## src/rtl/xif_issue_arbiter.sv

```systemverilog
// xif_issue_arbiter: shares one CV-X-IF issue/result channel among N_REQ
// requesters with round-robin issue and id-owner result routing.
// Ports: clk_i, rst_i (sync, active-high)
//   req_issue_valid_i/ready_o/accept_o, req_issue_id_i, req_issue_payload_i
//     (flattened; slice i belongs to requester i)
//   co_issue_valid_o/ready_i/accept_i, co_issue_id_o, co_issue_payload_o
//   co_result_valid_i/ready_o, co_result_id_i
//   req_result_valid_o (one-hot owner), req_result_ready_i
//   outstanding_o (3 bits per requester), err_o (one-cycle pulse)
module xif_issue_arbiter #(
   parameter int N_REQ           = 2,
   parameter int X_ID_WIDTH      = 4,
   parameter int PAYLOAD_W       = 128,
   parameter int MAX_OUTSTANDING = 4
) (
   input  logic                        clk_i,
   input  logic                        rst_i,
   input  logic [N_REQ-1:0]            req_issue_valid_i,
   output logic [N_REQ-1:0]            req_issue_ready_o,
   output logic [N_REQ-1:0]            req_issue_accept_o,
   input  logic [N_REQ*X_ID_WIDTH-1:0] req_issue_id_i,
   input  logic [N_REQ*PAYLOAD_W-1:0]  req_issue_payload_i,
   output logic                        co_issue_valid_o,
   input  logic                        co_issue_ready_i,
   input  logic                        co_issue_accept_i,
   output logic [X_ID_WIDTH-1:0]       co_issue_id_o,
   output logic [PAYLOAD_W-1:0]        co_issue_payload_o,
   input  logic                        co_result_valid_i,
   output logic                        co_result_ready_o,
   input  logic [X_ID_WIDTH-1:0]       co_result_id_i,
   output logic [N_REQ-1:0]            req_result_valid_o,
   input  logic [N_REQ-1:0]            req_result_ready_i,
   output logic [N_REQ*3-1:0]          outstanding_o,
   output logic                        err_o
);
   localparam int GW    = $clog2(N_REQ);
   localparam int DEPTH = 2**X_ID_WIDTH;
   localparam int CW    = $clog2(MAX_OUTSTANDING+1);
   localparam logic [CW-1:0] CMAX  = CW'(MAX_OUTSTANDING);
   localparam logic [GW-1:0] GLAST = GW'(N_REQ-1);

   typedef enum logic {IDLE, BUSY} state_e;

   state_e                           state_q, state_d;
   logic [GW-1:0]                    grant_q, grant_d;
   logic [GW-1:0]                    rr_q, rr_d;
   logic [DEPTH-1:0]                 tvld_q, tvld_d;
   logic [DEPTH-1:0][GW-1:0]         town_q, town_d;
   logic [N_REQ-1:0][CW-1:0]         cnt_q, cnt_d;
   logic                             err_q, err_d;

   logic [N_REQ-1:0][X_ID_WIDTH-1:0] id_a;
   logic [N_REQ-1:0][PAYLOAD_W-1:0]  pl_a;
   logic [N_REQ-1:0]                 elig, inc, dec;
   logic                             found;
   logic [GW-1:0]                    pick, cand, own;
   logic [X_ID_WIDTH-1:0]            gid;

   assign id_a  = req_issue_id_i;
   assign pl_a  = req_issue_payload_i;
   assign gid   = id_a[grant_q];
   assign err_o = err_q;

   always_comb begin
      elig = '0;
      for (int i = 0; i < N_REQ; i++) begin
         elig[i] = req_issue_valid_i[i] && (cnt_q[i] < CMAX)
                   && !tvld_q[id_a[i]];
      end
   end

   // First eligible requester scanning upward from rr_q, wrapping.
   always_comb begin
      found = 1'b0;
      pick  = rr_q;
      cand  = rr_q;
      for (int k = 0; k < N_REQ; k++) begin
         cand = GW'((int'(rr_q) + k) % N_REQ);
         if (!found && elig[cand]) begin
            found = 1'b1;
            pick  = cand;
         end
      end
   end

   always_comb begin
      state_d            = state_q;
      grant_d            = grant_q;
      rr_d               = rr_q;
      tvld_d             = tvld_q;
      town_d             = town_q;
      cnt_d              = cnt_q;
      err_d              = 1'b0;
      inc                = '0;
      dec                = '0;
      own                = '0;
      co_issue_valid_o   = 1'b0;
      co_issue_id_o      = '0;
      co_issue_payload_o = '0;
      req_issue_ready_o  = '0;
      req_issue_accept_o = '0;
      req_result_valid_o = '0;
      co_result_ready_o  = 1'b0;

      unique case (state_q)
         IDLE: begin
            if (found) begin
               grant_d = pick;
               state_d = BUSY;
            end
         end
         BUSY: begin
            // A granted requester withdrawing valid is a protocol
            // violation; the issue is not presented so no handshake
            // can slip through to the coprocessor.
            if (!req_issue_valid_i[grant_q]) begin
               err_d   = 1'b1;
               state_d = IDLE;
            end else begin
               co_issue_valid_o           = 1'b1;
               co_issue_id_o              = gid;
               co_issue_payload_o         = pl_a[grant_q];
               req_issue_ready_o[grant_q] = co_issue_ready_i;
               if (co_issue_ready_i) begin
                  req_issue_accept_o[grant_q] = co_issue_accept_i;
                  if (co_issue_accept_i) begin
                     tvld_d[gid]  = 1'b1;
                     town_d[gid]  = grant_q;
                     inc[grant_q] = 1'b1;
                  end
                  rr_d    = (grant_q == GLAST) ? '0 : grant_q + 1'b1;
                  state_d = IDLE;
               end
            end
         end
         default: state_d = IDLE;
      endcase

      // Result routing; applied after the issue write so a retire of
      // the same index wins.
      if (co_result_valid_i) begin
         if (tvld_q[co_result_id_i]) begin
            own                     = town_q[co_result_id_i];
            req_result_valid_o[own] = 1'b1;
            co_result_ready_o       = req_result_ready_i[own];
            if (req_result_ready_i[own]) begin
               tvld_d[co_result_id_i] = 1'b0;
               dec[own]               = 1'b1;
            end
         end else begin
            co_result_ready_o = 1'b1;
            err_d             = 1'b1;
         end
      end

      for (int i = 0; i < N_REQ; i++) begin
         cnt_d[i] = cnt_q[i] + CW'(inc[i]) - CW'(dec[i]);
      end
   end

   always_ff @(posedge clk_i) begin
      if (rst_i) begin
         state_q <= IDLE;
         grant_q <= '0;
         rr_q    <= '0;
         tvld_q  <= '0;
         town_q  <= '0;
         cnt_q   <= '0;
         err_q   <= 1'b0;
      end else begin
         state_q <= state_d;
         grant_q <= grant_d;
         rr_q    <= rr_d;
         tvld_q  <= tvld_d;
         town_q  <= town_d;
         cnt_q   <= cnt_d;
         err_q   <= err_d;
      end
   end

   for (genvar g = 0; g < N_REQ; g++) begin : g_out
      assign outstanding_o[g*3 +: 3] = 3'(cnt_q[g]);

      a_no_over : assert property (@(posedge clk_i) disable iff (rst_i)
         cnt_q[g] <= CMAX);
      a_no_under : assert property (@(posedge clk_i) disable iff (rst_i)
         !(dec[g] && !inc[g] && cnt_q[g] == '0));
   end

endmodule

```

## config.mk

```make
export PLATFORM = sky130hd
export DESIGN_NAME = xif_issue_arbiter
export DESIGN_NICKNAME = d
export VERILOG_FILES = /design/src/rtl/xif_issue_arbiter.sv
export SDC_FILE = /design/constraint.sdc
export NUM_CORES = 1
export LEC_CHECK = 0
export BUFFER_PORTS_ARGS = -buffer_cell sky130_fd_sc_hd__buf_2
export CORE_AREA = 2 2 163 165
export CTS_CLUSTER_DIAMETER = 120
export DETAILED_ROUTE_END_ITERATION = 16
export DIE_AREA = 0 0 165 167
export PLACE_DENSITY_LB_ADDON = 0.25
export SLEW_MARGIN = 20
export SYNTH_ARGS = -nofsm -noshare
export SYNTH_HDL_FRONTEND = slang
export SYNTH_SLANG_ARGS = --single-unit
export TNS_END_PERCENT = 50
```

## constraint.sdc

```tcl
create_clock -name clk_i -period 6.1 [get_ports clk_i]
set_clock_uncertainty 0.2 [all_clocks]
set_input_delay 1.525 -clock clk_i [delete_from_list [all_inputs] [get_ports clk_i]]
set_output_delay 1.525 -clock clk_i [all_outputs]
set_load 0.01 [all_outputs]
```

==> parameters.txt <==
Parameter                              Value

Clock network
  CTS HTree Levels ... 2
  Quantity of hold-fixing buffers added after cts ... 0
  Buffer cell driving the clock tree root ... sky130_fd_sc_hd__clkbuf_16
  Cts bufs inserted ... 5
  Clock-pin slew on the worst setup and hold paths ... 60 ps
  Max clock buf depth ... 2
  CTS sink count ... 42
  Source-to-sink clock delay at the later pin of the worst-skew pair ... 280 ps
  Number of post-CTS setup repair buffers ... 0
  PostCTS Resize Cnt ... 0
  TritonCTS clock tree ... done

Pwr
  Proportion of power drawn by the clock network ... 28.8%
  Worst IR drop on VDD ... 0.0001114 V
  NetSw ... 338.2 uW
  Combinational Power Share ... 42.3%
  Pwr dens ... 139.1 mW/mm2
  Design internal power ... 658.3 uW
  Relative contribution of sequential cells to total power ... 28.9%
  Switching Fraction ... 33.94%
  Static power due to leakage ... 3.501 nW

Timing
  Final setup violation count ... 0
  Hold Slack ... 258.6 ps
  Actual slew at the worst max-slew pin ... 1037 ps
  Final worst path period share ... 81.38%
  Peak clock frequency supported by timing ... 201.4 MHz
  Setup repair after global routing missed its margin ... false
  Sum Neg Setup Slack ... 0 ps
  Max-slew headroom at the worst pin ... 30.88%
  Final critical delay including setup and external delays ... 4964 ps
  Final hold violations ... 0
  Final max-slew violation count ... 0

Layout
  Final Cell Area ... 0.007164 mm2
  Commonest cells after routing, fill and taps aside ... 423 x sky130_fd_sc_hd__buf_2, 149 x sky130_fd_sc_hd__nor2_1, 143 x sky130_fd_sc_hd__mux2i_1
  Layout overhead on the synthesized area ... 57.83%
  Most common cell after layout, fill and taps aside ... sky130_fd_sc_hd__buf_2
  Fraction of final layout cells sized beyond drive strength 1 ... 48.44%
  Filler cell count in the final layout ... 2859
  Net count, final ... 1244

Placement
  Placer's final routability congestion estimate ... 0.9135
  Dpl hpwl ... 23860 um
  Number of port buffers ... 423
  Cell Area, Placed ... 0.006970 mm2

Synthesis
  Gate count of the mapped netlist ... 581
  EDFF count, synth ... 0
  Synth async-reset ratio ... 0%
  Sequential area share after synthesis ... 18.52%
  Unique cell type count in the Yosys netlist ... 45
  Cell area after synthesis ... 0.004539 mm2
  Synthesized net count ... 864
  Count of synthesis-stage warnings from yosys ... 0
  Dominant synthesized flop cell ... sky130_fd_sc_hd__dfxtp_1
  Seq cells post-synth ... 42
  Synthesized area divided by synthesized cell count ... 7.813 um2

Drt
  Antenna Violating Nets Remaining ... 0
  Per-cell routed wire length ... 21.23 um
  First-iteration detailed-routing DRC count ... 399
  Detailed-route via count ... 5855
  Drc violations ... 0
  1st-pass router iterations ... 4
  Detailed-route vias per instance ... 4.476
  Routed Wire Length ... 27780 um

Die
  Total number of placement rows ... 59
  Chip Width ... 165 um
  Placeable Area ... 0.02576 mm2
  Area of the die ... 0.02756 mm2
  Starting density of the core ... 17.62%
  Height of the die ... 167 um
  I/O pin total ... 424

GRT
  Global-route usage over all layers ... 19.07%
  Number of global-route vias before repair ... 5416
  GRT overflow ... 0
  Pin count of the biggest net entering global routing ... 100
  Number of antenna violations at the first check in global routing ... 47
  Global-route wire length before repair ... 37470 um

Min path
  Hold Path Class ... register to register
  Count of cells along the worst hold path ... 2

Worst setup path
  CP endpoint kind ... output pin
  Number of cells on the worst reg-to-reg path ... 11
  Startpoint types ... input port
  Data arrival at the endpoint of the critical path ... 3240 ps
  Critical-path maximum fanout ... 15
  Req. time, crit path ... 4380 ps
  CP Class ... input port to output pin

Job
  Max-Cap Viols ... 0

Outcome
  Run status ... complete, no violations
==> layout make-up <==
type / count / area (um2) / share of cell area [%]
inverter: 12 / 45.04 / 0.6287
antenna: 11 / 27.53 / 0.3842
sequential: 42 / 844.6 / 11.79
multi-input combinational: 472 / 3470 / 48.43
clock buffer: 8 / 166.4 / 2.323
timing repair buffer: 428 / 2192 / 30.60
tap: 335 / 419.2 / 5.851
==> metrics by stage <==
stage / cells / setup WS (ps) / total power [mW] / utilization (%)
2_1_floorplan: 581 / 1127 / 0.5198 / -
3_3_place_gp: 1289 / 1138 / 0.7153 / 27.06
3_5_place_dp: 1289 / 1089 / 0.7175 / 27.06
4_1_cts: 1297 / 1100 / 1.009 / 27.70
5_1_grt: 1298 / 987.4 / 1.056 / 27.71
6_report: 1308 / 1136 / 0.9966 / 27.81
==> critical path, stage by stage <==
cell and delay (ps):
sky130_fd_sc_hd__buf_2 320, sky130_fd_sc_hd__mux4_2 560, sky130_fd_sc_hd__mux2i_1 270, sky130_fd_sc_hd__mux2i_1 200, sky130_fd_sc_hd__and3_1 220, sky130_fd_sc_hd__buf_2 130
==> registers in the layout, indices dropped and copies added, names as in the netlist <==
signal / count
outstanding_o: 6
rr_q: 1
town_q: 16
state_q: 1
tvld_q: 16
err_o: 1
grant_q: 1
==> cell families after synthesis <==
| group | count (synthesis) | synth area share (%) |
|---|---|---|
| flops | 42 | 18.52 |
| fa+ha+maj | 6 | 1.985 |
| mux | 165 | 41.70 |
| compound gates | 63 | 8.738 |
| simple gates | 234 | 22.30 |
| xor+xnor | 4 | 0.7719 |
| buf+inv | 67 | 5.981 |
==> final timing paths <==
| kind | from | end | slack [ps] |
|---|---|---|---|
| setup reg to reg | tvld_q[0] | outstanding_o[5] | 2960 |
| hold reg to reg | town_q[9] | town_q[9] | 260 |
| setup / recovery | co_result_id_i[1] | req_result_valid_o[1] | 1140 |
| hold / removal | town_q[9] | town_q[9] | 260 |
==> metal layers <==
metal,track usage (%),vias up,part of all wire (%)
met3,8.518,59,14
met1,25.08,2590,41
met4,2.306,36,1.3
li1,-,2817,-
met5,0,-,0.76
met2,29.53,353,43
==> synth_stat cells, types with 2 or more instances <==
cell	number	area [um2]
sky130_fd_sc_hd__nand3_1	15	75.07
sky130_fd_sc_hd__mux4_2	15	337.8
sky130_fd_sc_hd__ha_1	4	50.05
sky130_fd_sc_hd__nor2_1	149	559.3
sky130_fd_sc_hd__and2_1	3	18.77
sky130_fd_sc_hd__dfxtp_1	42	840.8
sky130_fd_sc_hd__inv_1	11	41.29
sky130_fd_sc_hd__mux2i_1	143	1431
sky130_fd_sc_hd__o22ai_1	2	12.51
sky130_fd_sc_hd__mux4_1	3	78.83
sky130_fd_sc_hd__nand3b_1	4	30.03
sky130_fd_sc_hd__or3b_1	3	26.28
sky130_fd_sc_hd__clkbuf_1	44	165.2
sky130_fd_sc_hd__nand2_1	37	138.9
sky130_fd_sc_hd__a21oi_1	32	160.2
sky130_fd_sc_hd__buf_2	3	15.01
sky130_fd_sc_hd__a211oi_1	20	150.1
sky130_fd_sc_hd__mux2_2	3	33.78
sky130_fd_sc_hd__nor2b_1	7	43.79
sky130_fd_sc_hd__nand2b_1	7	43.79
sky130_fd_sc_hd__xnor2_1	3	26.28
sky130_fd_sc_hd__fa_1	2	40.04
sky130_fd_sc_hd__nor3_1	2	10.01
sky130_fd_sc_hd__o32ai_1	2	17.52
sky130_fd_sc_hd__buf_1	5	18.77
==> power groups by stage <==
stage / registers, mW / logic [mW] / clock network (mW)
CTS: 0.288 / 0.425 / 0.297
detailed placement: 0.294 / 0.423 / 0
floorplan: 0.286 / 0.234 / 0
global route: 0.289 / 0.458 / 0.309
finish: 0.288 / 0.422 / 0.287
global placement: 0.294 / 0.421 / 0
No activity file was read; power rests on OpenSTA's default activity.
